### config.mk
export PLATFORM = sky130hd
export DESIGN_NAME = fifo_rd_stream_flat
export DESIGN_NICKNAME = d
export VERILOG_FILES = /design/src/rtl/fifo_rd_stream_pkg.sv /design/src/rtl/fifo_rd_stream_if.sv /design/src/rtl/fifo_rd_stream_buf2.sv /design/src/rtl/fifo_rd_stream.sv /design/src/flat_wrapper.sv
export SDC_FILE = /design/constraint.sdc
export NUM_CORES = 1
export LEC_CHECK = 0
export ABC_CLOCK_PERIOD_IN_PS = 2900
export CAP_MARGIN = 0
export CORE_MARGIN = 10
export CORE_UTILIZATION = 50
export DETAILED_ROUTE_END_ITERATION = 12
export GPL_TIMING_DRIVEN = 0
export PLACE_DENSITY = 0.76
export SYNTH_ARGS = -nofsm -noshare
export SYNTH_HDL_FRONTEND = slang
export SYNTH_HIERARCHICAL = 1
export SYNTH_SLANG_ARGS = --single-unit
### constraint.sdc
create_clock -name clk_i -period 2.9 [get_ports clk_i]
set_clock_uncertainty 0.2 [all_clocks]
set_input_delay 0.435 -clock clk_i [delete_from_list [all_inputs] [get_ports clk_i]]
set_output_delay 0.435 -clock clk_i [all_outputs]
set_load 0.02 [all_outputs]
### src/rtl/fifo_rd_stream_pkg.sv
// Shared types for the fifo_rd_stream read adapter: prefetch depth and
// buffer occupancy encoding.
package fifo_rd_stream_pkg;

  localparam int PREFETCH_DEPTH = 2;

  typedef enum logic [1:0] {
    EMPTY = 2'd0,
    ONE   = 2'd1,
    TWO   = 2'd2
  } occ_e;

  // Words already owned by the adapter (buffered + in flight) after this cycle's pop.
  function automatic logic [2:0] pending(occ_e occ, logic inflight, logic pop);
    return {1'b0, occ} + {2'b00, inflight} - {2'b00, pop};
  endfunction

endpackage

### src/rtl/fifo_rd_stream_if.sv
// Bundles the sync_fifo read port and the downstream valid/ready stream
// seen by fifo_rd_stream.
interface fifo_rd_stream_if #(
  parameter int DATA_WIDTH = 32
);

  logic                  fifo_empty_i;
  logic                  fifo_re_o;
  logic [DATA_WIDTH-1:0] fifo_data_i;
  logic                  m_valid_o;
  logic                  m_ready_i;
  logic [DATA_WIDTH-1:0] m_data_o;

  modport master (
    input  fifo_empty_i,
    input  fifo_data_i,
    input  m_ready_i,
    output fifo_re_o,
    output m_valid_o,
    output m_data_o
  );

  modport slave (
    output fifo_empty_i,
    output fifo_data_i,
    output m_ready_i,
    input  fifo_re_o,
    input  m_valid_o,
    input  m_data_o
  );

endinterface

### src/rtl/fifo_rd_stream_buf2.sv
// Two-entry register buffer with head/tail pointers; occupancy is the FSM state.
//   state | meaning
//   EMPTY | no buffered words, stream invalid
//   ONE   | one word buffered at head
//   TWO   | both entries full, no landing allowed
module fifo_rd_stream_buf2
  import fifo_rd_stream_pkg::*;
#(
  parameter int DATA_WIDTH = 32
) (
  input  logic                  clk_i,
  input  logic                  rst_n,
  input  logic                  flush_i,
  input  logic                  wr_i,
  input  logic [DATA_WIDTH-1:0] wr_data_i,
  input  logic                  pop_i,
  output occ_e                  occ_o,
  output logic [DATA_WIDTH-1:0] head_data_o
);

  logic [DATA_WIDTH-1:0] mem_q [PREFETCH_DEPTH];
  logic                  head_q;
  logic                  tail_q;
  occ_e                  occ_q;
  occ_e                  occ_d;
  logic                  pop_ok;

  assign pop_ok      = pop_i & (occ_q != EMPTY);
  assign occ_o       = occ_q;
  assign head_data_o = mem_q[head_q];

  always_comb begin
    occ_d = occ_q;
    case (occ_q)
      EMPTY: begin
        if (wr_i) occ_d = ONE;
      end
      ONE: begin
        if (wr_i && !pop_ok)      occ_d = TWO;
        else if (!wr_i && pop_ok) occ_d = EMPTY;
      end
      TWO: begin
        if (pop_ok && !wr_i) occ_d = ONE;
      end
      default: occ_d = EMPTY;
    endcase
  end

  always_ff @(posedge clk_i or negedge rst_n) begin
    if (!rst_n) begin
      occ_q  <= EMPTY;
      head_q <= 1'b0;
      tail_q <= 1'b0;
      for (int i = 0; i < PREFETCH_DEPTH; i++) mem_q[i] <= '0;
    end else if (flush_i) begin
      occ_q  <= EMPTY;
      head_q <= 1'b0;
      tail_q <= 1'b0;
    end else begin
      occ_q <= occ_d;
      if (wr_i) begin
        mem_q[tail_q] <= wr_data_i;
        tail_q        <= ~tail_q;
      end
      if (pop_ok) head_q <= ~head_q;
    end
  end

`ifndef SYNTHESIS
  // The re throttle guarantees a landing never meets a full buffer.
  a_no_overflow: assert property (@(posedge clk_i) disable iff (!rst_n)
    !(wr_i && !flush_i && occ_q == TWO));
`endif

endmodule

### src/rtl/fifo_rd_stream.sv
// sync_fifo read side to valid/ready stream adapter with 2-deep prefetch.
// Optional beat/stall counters are built when FIFO_RD_STREAM_STATS_EN is defined.
module fifo_rd_stream
  import fifo_rd_stream_pkg::*;
#(
  parameter int DATA_WIDTH = 32
`ifdef FIFO_RD_STREAM_STATS_EN
  ,
  parameter int CNT_WIDTH  = 32
`endif
) (
  input  logic                 clk_i,
  input  logic                 rst_n,
  input  logic                 flush_i,
`ifdef FIFO_RD_STREAM_STATS_EN
  output logic [CNT_WIDTH-1:0] beat_cnt_o,
  output logic [CNT_WIDTH-1:0] stall_cnt_o,
`endif
  fifo_rd_stream_if.master     bus
);

  occ_e                  occ;
  logic                  inflight_q;
  logic                  pop;
  logic [2:0]            pend;
  logic [DATA_WIDTH-1:0] head_data;

  assign bus.m_valid_o = (occ != EMPTY);
  assign bus.m_data_o  = head_data;
  assign pop           = bus.m_valid_o & bus.m_ready_i & ~flush_i;
  assign pend          = pending(occ, inflight_q, pop);

  // Ready feeds re combinationally so a draining consumer keeps the FIFO streaming.
  assign bus.fifo_re_o = rst_n & ~flush_i & ~bus.fifo_empty_i
                         & (pend < 3'(PREFETCH_DEPTH));

  always_ff @(posedge clk_i or negedge rst_n) begin
    if (!rst_n) inflight_q <= 1'b0;
    else        inflight_q <= bus.fifo_re_o;
  end

  fifo_rd_stream_buf2 #(
    .DATA_WIDTH (DATA_WIDTH)
  ) u_buf (
    .clk_i       (clk_i),
    .rst_n       (rst_n),
    .flush_i     (flush_i),
    .wr_i        (inflight_q & ~flush_i),
    .wr_data_i   (bus.fifo_data_i),
    .pop_i       (pop),
    .occ_o       (occ),
    .head_data_o (head_data)
  );

`ifdef FIFO_RD_STREAM_STATS_EN
  always_ff @(posedge clk_i or negedge rst_n) begin
    if (!rst_n) begin
      beat_cnt_o  <= '0;
      stall_cnt_o <= '0;
    end else if (flush_i) begin
      beat_cnt_o  <= '0;
      stall_cnt_o <= '0;
    end else begin
      if (pop)                             beat_cnt_o  <= beat_cnt_o + 1'b1;
      if (bus.m_valid_o && !bus.m_ready_i) stall_cnt_o <= stall_cnt_o + 1'b1;
    end
  end
`endif

endmodule

### src/flat_wrapper.sv
// flat-port wrapper written by rule: the top's interface ports become plain ports
module fifo_rd_stream_flat import fifo_rd_stream_pkg::*;
#(
  parameter int DATA_WIDTH = 32

)
  (clk_i, rst_n, flush_i, bus_fifo_empty_i, bus_fifo_data_i, bus_m_ready_i, bus_fifo_re_o, bus_m_valid_o, bus_m_data_o);
  fifo_rd_stream_if #(.DATA_WIDTH(DATA_WIDTH)) bus_i ();
  input  logic clk_i;
  input  logic rst_n;
  input  logic flush_i;
  input wire logic [$bits(bus_i.fifo_empty_i)-1:0] bus_fifo_empty_i;
  input wire logic [$bits(bus_i.fifo_data_i)-1:0] bus_fifo_data_i;
  input wire logic [$bits(bus_i.m_ready_i)-1:0] bus_m_ready_i;
  output wire logic [$bits(bus_i.fifo_re_o)-1:0] bus_fifo_re_o;
  output wire logic [$bits(bus_i.m_valid_o)-1:0] bus_m_valid_o;
  output wire logic [$bits(bus_i.m_data_o)-1:0] bus_m_data_o;
  assign bus_i.fifo_empty_i = bus_fifo_empty_i;
  assign bus_i.fifo_data_i = bus_fifo_data_i;
  assign bus_i.m_ready_i = bus_m_ready_i;
  assign bus_fifo_re_o = bus_i.fifo_re_o;
  assign bus_m_valid_o = bus_i.m_valid_o;
  assign bus_m_data_o = bus_i.m_data_o;
  fifo_rd_stream #(.DATA_WIDTH(DATA_WIDTH)) u_core (.clk_i(clk_i), .rst_n(rst_n), .flush_i(flush_i), .bus(bus_i));
endmodule
* Word-level counts from Yosys, hierarchy flattened
Cells that the tools add are included.
** Storage, ports and cells
- Flip-flop bits (word level) :: 69
- Input bits :: 37
** Cells by class
- Add/sub/neg operators :: 2
- Order comparisons :: 4
- Eq/ne operators :: 5
- Muxes and demuxes :: 16
- Bitwise gates (word level) :: 13
- Reductions and logical operators :: 11
** Operators with widths (count)
- $mux W32 :: 4
- $bwmux W64 :: 1
- $demux W32 S1 :: 1
- $mux W2 :: 5
- $and A1 B1 Y1 :: 7
- $ne A3 B3 Y1 const B :: 2
- $pmux W2 S3 :: 1
- $reduce_bool A2 Y1 :: 3
- $ge A2 B2 Y1 const B :: 2
- $mux W1 :: 4
- $ne A4 B4 Y1 const B :: 1
- $not A1 Y1 :: 4
- $not A1 Y2 :: 2
- $add A2 B1 Y3 :: 1
- $logic_and A1 B1 Y1 :: 3
- $lt A3 B2 Y1 const B :: 1
- $reduce_and A3 Y1 :: 1
- $sub A3 B1 Y3 :: 1
- $eq A2 B1 Y1 const B :: 1
- $eq A2 B2 Y1 const B :: 1
- $logic_not A1 Y1 :: 2
- $logic_not A2 Y1 :: 1
- $lt A2 B1 Y1 const B :: 1
- $reduce_and A2 Y1 :: 1

* Longest topological paths before layout
- Word-level depth :: 9
- Depth in mapped cells :: 7
- Mapped depth without buffers :: 7

* Cells and area by module
The synthesis kept the hierarchy.
** Modules (own cells, without submodules)
- fifo_rd_stream_buf2 :: instances 1, cells each 191, area each 2979.1 sq um, sequential area each 1701.6 sq um
- fifo_rd_stream :: instances 1, cells each 11, area each 106.4 sq um, sequential area each 25.0 sq um

* Least setup slack after synthesis
OpenSTA, ideal clock, no wires.
- Kind :: reg-to-output
- From :: reg u_core.u_buf.occ_q[1], in the netlist u_core/u_buf/occ_o[1]
- To :: out bus_fifo_re_o
- Data arrival time :: 2762 ps
- Required time :: 2265 ps
- Path slack :: -497 ps
- Cell stages (with the launch flop) :: 8
- Buffers on the path :: 0
- Cells stage by stage :: dfrtp_1 -> or2_1 -> and3b_1 -> ha_1 -> or2b_1 -> fa_1 -> nand2_1 -> nor4_1
** Between the ends
- Longest elaborated chain between the ends :: 6
- Elaborated cells on any way between the ends :: 7
** Ends and longest elaborated chain
- start: declaration :: line fifo_rd_stream_buf2.sv:24 : occ_e occ_q;
- start signal: assignment :: line fifo_rd_stream_buf2.sv:51 : occ_q <= EMPTY;
- start signal: assignment :: line fifo_rd_stream_buf2.sv:56 : occ_q <= EMPTY;
- start signal: assignment :: line fifo_rd_stream_buf2.sv:60 : occ_q <= occ_d;
- $reduce_bool A2 Y1 :: line fifo_rd_stream.sv:28 : assign bus.m_valid_o = (occ != EMPTY);
- via bus_m_valid_o :: line flat_wrapper.sv:16 : output wire logic [$bits(bus_i.m_valid_o)-1:0] bus_m_valid_o;
- $and A1 B1 Y1 (2 in series) :: line fifo_rd_stream.sv:30 : assign pop = bus.m_valid_o & bus.m_ready_i & ~flush_i;
- via u_core.pop :: line fifo_rd_stream.sv:24 : logic pop;
- $sub A3 B1 Y3 :: line fifo_rd_stream_pkg.sv:15 : return {1'b0, occ} + {2'b00, inflight} - {2'b00, pop};
- $lt A3 B2 Y1 :: line fifo_rd_stream.sv:35 : & (pend < 3'(PREFETCH_DEPTH));
- $and A1 B1 Y1 :: line fifo_rd_stream.sv:35
- end: declaration :: line flat_wrapper.sv:15 : output wire logic [$bits(bus_i.fifo_re_o)-1:0] bus_fifo_re_o;
The timed path passes the listed nets, and every way through them passes these cells.

* Worst setup path in the final report
- From :: reg u_core.u_buf.occ_q[1], in the netlist u_core/u_buf/occ_o[1]
- To :: out bus_fifo_re_o
** Between the ends
- Longest elaborated chain between the ends :: 6
- Elaborated cells on any way between the ends :: 7
** Ends and longest elaborated chain (line)
- $reduce_bool A2 Y1 :: fifo_rd_stream.sv:28
- $and A1 B1 Y1 (2 in series) :: fifo_rd_stream.sv:30
- via u_core.pop :: fifo_rd_stream.sv:24
- $sub A3 B1 Y3 :: fifo_rd_stream_pkg.sv:15
- $lt A3 B2 Y1 :: fifo_rd_stream.sv:35
- $and A1 B1 Y1 :: fifo_rd_stream.sv:35
The timed path passes the listed nets, and every way through them passes these cells.

==> summary.txt <==
Run status
  – Status: complete, but fails checks
  – Failing checks: hold timing, setup timing

Die
  – Chip height: 98.56 um
  – Core ar.: 5956 sq um
  – Initial Utilization: 51.81%
  – Die area: 9713 sq um
  – DIE WIDTH: 98.56 um
  – I/O Pins: 71
  – Row count: 28

Critical path
  – WP data arrival: 2.63 ns
  – Worst-path fanout max: 2
  – Flop-to-flop setup slack: 0.40 ns
  – R2r endpoint: u_core/inflight_q
  – Worst setup path startpoint: u_core/u_buf/occ_o[1]
  – Reg2Reg Depth: 8
  – Critical Path RT: 2.27 ns
  – Worst setup path end: bus_fifo_re_o
  – CP endpoint kind: output port
  – CP cell instances: or2_4 -> and3b_2 -> ha_4 -> or2b_1 -> fa_2 -> xor2_1 -> nor4_4 -> buf_4
  – Crit Path Category: flop to output port
  – Critical path's largest stage delay: 0.41 ns
  – CP Launch Type: flop
  – Crit Reg-Reg Startpoint: u_core/u_buf/occ_o[1]
  – Worst-path cell with the longest stage delay: dfrtp_2

Yosys
  – Yosys top cell area share: 55.96%
  – Flip-flop and latch count after synthesis: 69
  – Async set-or-reset flop fraction in the synthesized netlist: 100.0%
  – Post-synthesis sequential area ratio: 55.96%
  – Synth area leaders: dfrtp_1 56%, mux2_2 34%, buf_6 1.1%
  – Synth Cell Area: 3085 sq um
  – Ys Warns: 6
  – Syn_area_per_cell: 15.27 sq um
  – Synth area leader: dfrtp_1
  – Cells after synthesis: 202
  – Prevailing post-synth register cell: dfrtp_1
  – Library cells used by synthesis: 28
  – EDFF count, synth: 0
  – Synthesized net count: 241

Flow run
  – Max_cap viols: 0

GRT
  – Vias in the first global route: 2148
  – Largest net degree at the start of global routing: 71
  – GR Overflow Total: 0
  – First-pass GRT wire length: 10490 um
  – All-Layer GR Usage: 13.35%
  – Initial antenna violation count: 0

Clock tree
  – Root buffer cell: clkbuf_8
  – Clock Pin Slew Worst Setup and Hold Paths: 0.07 ns
  – CTS tree: yes
  – CTS hold repair buffers: 0
  – Clock Latency Late Sink: 0.34 ns
  – H-tree levels: 3
  – Clock buffer depth: 2
  – CTS sink cnt: 69
  – TritonCTS Buffers: 9

Detailed routing
  – Number of remaining DRC errors: 0
  – Pre-antenna DRT Iters: 3
  – DR iter-0 viols: 35
  – Wirelength per Cell: 16.97 um
  – Via density: 5.163
  – Total detailed-routing wirelength: 6227 um
  – Via count: 1895
  – Post-route ant nets: 0

Placed design
  – Pre-CTS WS: -1.293 ns
  – Final Wtd Congestion: 0.6958
  – Hpwl dp: 4504 um
  – Number of port buffers: 70

Worst hold path
  – Hold/Removal Path Class: primary input to async pin

Power and ir drop
  – Leakage: 1.850 nW
  – PD cells: 642.9 nW/um^2
  – Worst VDD drop: 0.4787 mV
  – Pwr Total: 0.002668 W

Timing
  – Fmax: 0.3067 GHz
  – Hold Vio Cnt, Final: 3
  – Slew of the pin with the lowest slew margin: 0.8586 ns
  – Post-route setup slack: -0.3607 ns
  – Setup violators final: 1
  – Slew Limit Headroom: 42.76%
  – Fin crit share: 112.4%
  – Tmin final: 3.261 ns
  – Slew Viols, Final: 0
  – Total negative slack: -0.3607 ns
  – RSZ-0062 raised after global routing: yes
  – WHS: -0.009979 ns

Cells and area
  – Share of cells above drive strength 1: 45.55%
  – N_diodes: 0
  – Final Core Density: 69.66%
  – NumNets Final: 326
  – Area grow syn2layout: 34.47%
  – Fillers: 448
## what timing repair did
| action | in CTS | in global routing |
|---|---|---|
| setup buffers | 4 | 0 |
| resized for setup | 9 | 5 |
| setup endpoints to repair | 1 | 18 |
| pin swaps | 2 | 0 |
| endpoints found under the hold margin | 0 | 0 |
## cell usage after synthesis, drive strengths merged, types with 2 or more instances
| master | count |
|---|---|
| mux2 | 96 |
| dfrtp | 69 |
| buf | 9 |
| nor2 | 4 |
| inv | 3 |
| xor2 | 2 |
## layer usage
layer / global-route usage, % / up-vias / wire length, um
met5: 0 / - / 0
met4: 4.300 / 0 / 62
met3: 6.355 / 5 / 403
met2: 21.63 / 48 / 3113
met1: 15.24 / 948 / 2648
li1: - / 894 / -
## cells by family (layout without fill, tap and decap cells)
family / count (synthesis) / after routing / synth area share (%)
AO/OA/AOI/OAI: 5 / 5 / 1.054
flip-flops: 69 / 69 / 55.96
adder cells (fa/ha/maj): 2 / 2 / 1.054
multiplexers: 96 / 96 / 35.04
AND/OR/NAND/NOR: 14 / 14 / 3.245
XOR/XNOR: 3 / 3 / 0.8517
buffers and inverters: 13 / 103 / 2.798
## area by class of cell
class | count | area [sq um] | area share [%]
tap | 75 | 93.84 | 2.262
timing repair buffer | 74 | 724.4 | 17.46
sequential | 69 | 1728 | 41.65
buffer | 10 | 82.58 | 1.990
inverter | 3 | 11.26 | 0.2714
clock inverter | 6 | 62.56 | 1.508
clock buffer | 10 | 137.6 | 3.317
multi-input combinational | 120 | 1309 | 31.54
## how the worst min path moves through the flow
| stage | start | endpoint | slack, ns | cells after the start |
|---|---|---|---|---|
| CTS | rst_n | u_core/u_buf/occ_o[1] | 0.03 | 1 |
| global route | rst_n | u_core/u_buf/occ_o[1] | 0.05 | 1 |
| detailed placement | u_core/u_buf/mem_q[38] | u_core/u_buf/mem_q[38] | 0.28 | 1 |
| floorplan | rst_n | u_core/inflight_q | -0.06 | 0 |
| global placement | u_core/u_buf/mem_q[38] | u_core/u_buf/mem_q[38] | 0.26 | 1 |
| finish | rst_n | u_core/u_buf/occ_o[1] | -0.01 | 1 |
## power breakdown
group	switching [W]	internal (W)
combinational	0.000307	0.000421
sequential	0.0000649	0.00110
clock	0.000356	0.000417
total	0.000728	0.00194
## worst max-delay path, delay by kind of cell (launching register included)
kind,cells,cell delay [ns]
xor+xnor,1,0.17
fa+ha+maj,2,0.55
buf+inv,1,0.18
flops,1,0.41
simple gates,4,0.98
## per-stage QoR
stage                     cell area [sq um]  std cells
final                                  4149        367
after global routing                   4149        367
after CTS                              4129        367
after detailed placement               3896        347
after global placement                 3899        347
after floorplan                        3104        202
## sequential cells by signal, summed over array words and instances, names as in the netlist
| name | flops |
|---|---|
| u_core/u_buf/head_q | 1 |
| u_core/inflight_q | 1 |
| u_core/u_buf/mem_q | 64 |
| u_core/u_buf/occ_o | 2 |
| u_core/u_buf/tail_q | 1 |
## layout by cell type (no fill, tap or decap), drive strengths merged
cell type / Yosys / routed
nand2b: 1 / 1
and3b: 1 / 1
dfrtp: 69 / 69
nor3b: 1 / 1
clkinvlp: 0 / 3
inv: 3 / 3
nor2: 4 / 4
or2b: 1 / 1
clkdlybuf4s50: 0 / 67
ha: 1 / 1
xor2: 2 / 2
nand2: 1 / 1
clkbuf: 1 / 13
or4b: 1 / 1
o211ai: 1 / 1
fa: 1 / 1
a21oi: 1 / 1
xnor2: 1 / 1
bufinv: 0 / 1
buf: 9 / 13
mux2: 96 / 96
clkinv: 0 / 2
o31a: 1 / 1
nand3b: 1 / 1
nor4: 1 / 1
nor4bb: 1 / 1
a31oi: 1 / 1
or2: 1 / 1
o21ai: 1 / 1
dlygate4sd2: 0 / 1
Power figures use the tool's default switching activity.
==> variant (same flow settings) <==
`DATA_WIDTH` is set to 32 in 4 places; all go to 36.
--- a/src/rtl/fifo_rd_stream_if.sv
+++ b/src/rtl/fifo_rd_stream_if.sv
@@ -1,7 +1,7 @@
 // Bundles the sync_fifo read port and the downstream valid/ready stream
 // seen by fifo_rd_stream.
 interface fifo_rd_stream_if #(
-  parameter int DATA_WIDTH = 32
+  parameter int DATA_WIDTH = 36
 );
 
   logic                  fifo_empty_i;
--- a/src/rtl/fifo_rd_stream_buf2.sv
+++ b/src/rtl/fifo_rd_stream_buf2.sv
@@ -6,7 +6,7 @@
 module fifo_rd_stream_buf2
   import fifo_rd_stream_pkg::*;
 #(
-  parameter int DATA_WIDTH = 32
+  parameter int DATA_WIDTH = 36
 ) (
   input  logic                  clk_i,
   input  logic                  rst_n,
--- a/src/rtl/fifo_rd_stream.sv
+++ b/src/rtl/fifo_rd_stream.sv
@@ -3,7 +3,7 @@
 module fifo_rd_stream
   import fifo_rd_stream_pkg::*;
 #(
-  parameter int DATA_WIDTH = 32
+  parameter int DATA_WIDTH = 36
 `ifdef FIFO_RD_STREAM_STATS_EN
   ,
   parameter int CNT_WIDTH  = 32
--- a/src/flat_wrapper.sv
+++ b/src/flat_wrapper.sv
@@ -1,7 +1,7 @@
 // flat-port wrapper written by rule: the top's interface ports become plain ports
 module fifo_rd_stream_flat import fifo_rd_stream_pkg::*;
 #(
-  parameter int DATA_WIDTH = 32
+  parameter int DATA_WIDTH = 36
 
 )
   (clk_i, rst_n, flush_i, bus_fifo_empty_i, bus_fifo_data_i, bus_m_ready_i, bus_fifo_re_o, bus_m_valid_o, bus_m_data_o);
Ports: changed (resized bus_fifo_data_i and bus_m_data_o); port bits go from 71 to 79. The function was not compared with the original's and may differ.
==> variant against the original RTL <==
  * The flow finishes with violations (setup timing)
  * Global-route usage rose by 0.84 points
  * Worst setup slack got worse by 0.081 ns
  * Routed wire length increased by 22%
  * Sequential cell count is 8 higher
  * Design area rose by 19%
  * Sequential share of layout area decreased by 2.5 points
  * Via count increased by 13%
  * Total power rose by 17%
  * Area after synthesis increased by 20%
  * Critical path type unchanged
  * Critical endpoint unchanged
  * Largest power group unchanged
==> variant: results (changes against the original RTL) <==
For hold timing, the worst endpoint is u_core/u_buf/mem_q[29]. The placer's final routability congestion estimate was 0.713 (+2.4%). The sequential element share of the synthesized area came out at 52.1% (-3.9 points). The worst hold path cell count came out at 1.

The half-perimeter wire length after detailed placement came to 5.17 mm (+15%). The overall track demand over capacity in global routing is 14.2% (+0.84 points). The power density over the cells came out at 632 mW/mm2 (-1.7%).

The slack of the critical path is -0.442 ns (-0.0809 ns). The net switching power is 0.000826 W (+13%). The number of port buffers is 78 (+11%). The clock network fraction of design power is 28.8% (-0.2 points). The clock latency reported for the late side of the worst-skew pair is 0.35 ns. The total number of vias was 2148 (+13%). The share of post-route cells with drive strength above 1 is 46.4% (+0.89 points).

The worst-case hold slack came out at 0.305 ns (+0.315 ns). The setup TNS after final layout is -0.442 ns (-0.0809 ns). The synthesized net count is 267 (+11%). The endpoint identified for the worst register-to-register timing path is u_core/inflight_q. The worst-margin pin slew was 0.488 ns (-0.370 ns).

On the worst path, the slowest cell contributes a delay of roughly 0.42 ns. The number of cells after detailed placement came out at 402 (+16%). The startpoint identified for the worst register-to-register timing path is u_core/u_buf/occ_o[1]. The number of flip-flops in the largest register was 72 (+13%).

The flow ran to the end, but the final reports show violations. The detailed router's first-iteration violation count is 37 (+5.7%). The worst-case register-to-register setup slack was 0.43 ns (+0.03 ns).

The count of nets after finishing is 361 (+11%). The total iterations of the first detailed-routing run came out at 4 (+1). The post-CTS clock slew at the launch and capture registers of the worst setup and hold paths is around 0.080 ns.

The post-place setup slack is -1.25 ns (+0.0390 ns). By area the synthesized netlist is led by sky130_fd_sc_hd__dfrtp_1, sky130_fd_sc_hd__mux2_4, sky130_fd_sc_hd__mux2_2, sky130_fd_sc_hd__buf_12, sky130_fd_sc_hd__buf_6. The global-route wire length before repair came to 12.8 mm (+22%). The total wire length came to 7.62 mm (+22%). The number of endpoints failing setup at the final stage is 1 (unchanged). The register with the most flip-flops in the final layout is u_core/u_buf/mem_q.

The leakage power is 2.29 nW (+24%). The maximum number of pins on one net before global-route repair is 43 (-39%). The post-place instance area is 0.00464 mm2 (+19%). The async set or reset register ratio after synthesis came out at 100% (unchanged).

The arrival time at the worst endpoint came to 2.71 ns (+0.08 ns). The peak ir drop on the vdd network is 295 uV (-38%). The synthesized area divided by synthesized cell count is 16.5 um2 (+8.2%).

The final reports fail on setup timing. The worst hold path begins at u_core/u_buf/mem_q[29]. The commonest cells after synthesis are sky130_fd_sc_hd__dfrtp_1, sky130_fd_sc_hd__mux2_4, sky130_fd_sc_hd__mux2_2, sky130_fd_sc_hd__buf_6. The via count of the first global-routing pass is 2447 (+14%).

The length in cells of the worst reg-to-reg path was 7 (-1). The fraction of post-synthesis cell area in the top cell type by area is 52.1% (-3.9 points). The count of unique library cells instantiated by Yosys is 27 (-3.6%). The buffers plus inverters on the worst setup path is 1 (unchanged). The final instance count without filler cells came out at 422 (+15%). The sequential cell power came out at 0.00131 W (+12%).

The number of antenna cells inserted is 0 (unchanged). The worst hold path belongs to the class register to register.
## variant: how the worst max path moves through the flow
stage / cells past startpoint / to / startpoint / slack [ns]
after floorplan: 7 / bus_fifo_re_o / u_core/u_buf/occ_o[1] / -0.14
after global placement: 4 / bus_fifo_re_o / rst_n / -2.72
after detailed placement: 8 / bus_fifo_re_o / flush_i / -1.25
after CTS: 8 / bus_fifo_re_o / u_core/u_buf/occ_o[1] / -0.43
after global routing: 8 / bus_fifo_re_o / u_core/u_buf/occ_o[1] / -0.54
final: 8 / bus_fifo_re_o / u_core/u_buf/occ_o[1] / -0.44
## variant: layout make-up
class / instances / area (um2)
buffer: 12 / 141
clock buffer: 10 / 138
clock inverter: 6 / 86.3
fill: 516 / 2290
inverter: 3 / 11.3
multi-input combinational: 132 / 1670
sequential: 77 / 1930
tap: 99 / 124
timing repair buffer: 83 / 827
## variant: logic make-up after synthesis
kind of cell / share of synthesized area (%)
buffers and inverters: 3.99
adders and majority gates: 0.879
and+or+nand+nor: 2.54
xor gates and xnor gates: 0.710
muxes: 38.9
DFF: 52.1
AOI/OAI and AO/OA: 0.879
## variant: repair_timing
| item | CTS | global route |
|---|---|---|
| hold buffers | 1 | 0 |
| pin swaps | 2 | 0 |
| setup endpoints to repair | 1 | 6 |
| gates resized for setup | 10 | 2 |
| endpoints found under the hold margin | 35 | 0 |
| setup buffers | 3 | 0 |
## variant: per-layer routing
layer,up-vias,track usage (%),share of wire (%)
met5,-,0,0
met4,0,6.87,2.2
met3,14,4.29,5.1
met2,55,21.3,47
met1,1090,18.3,46
li1,989,-,-
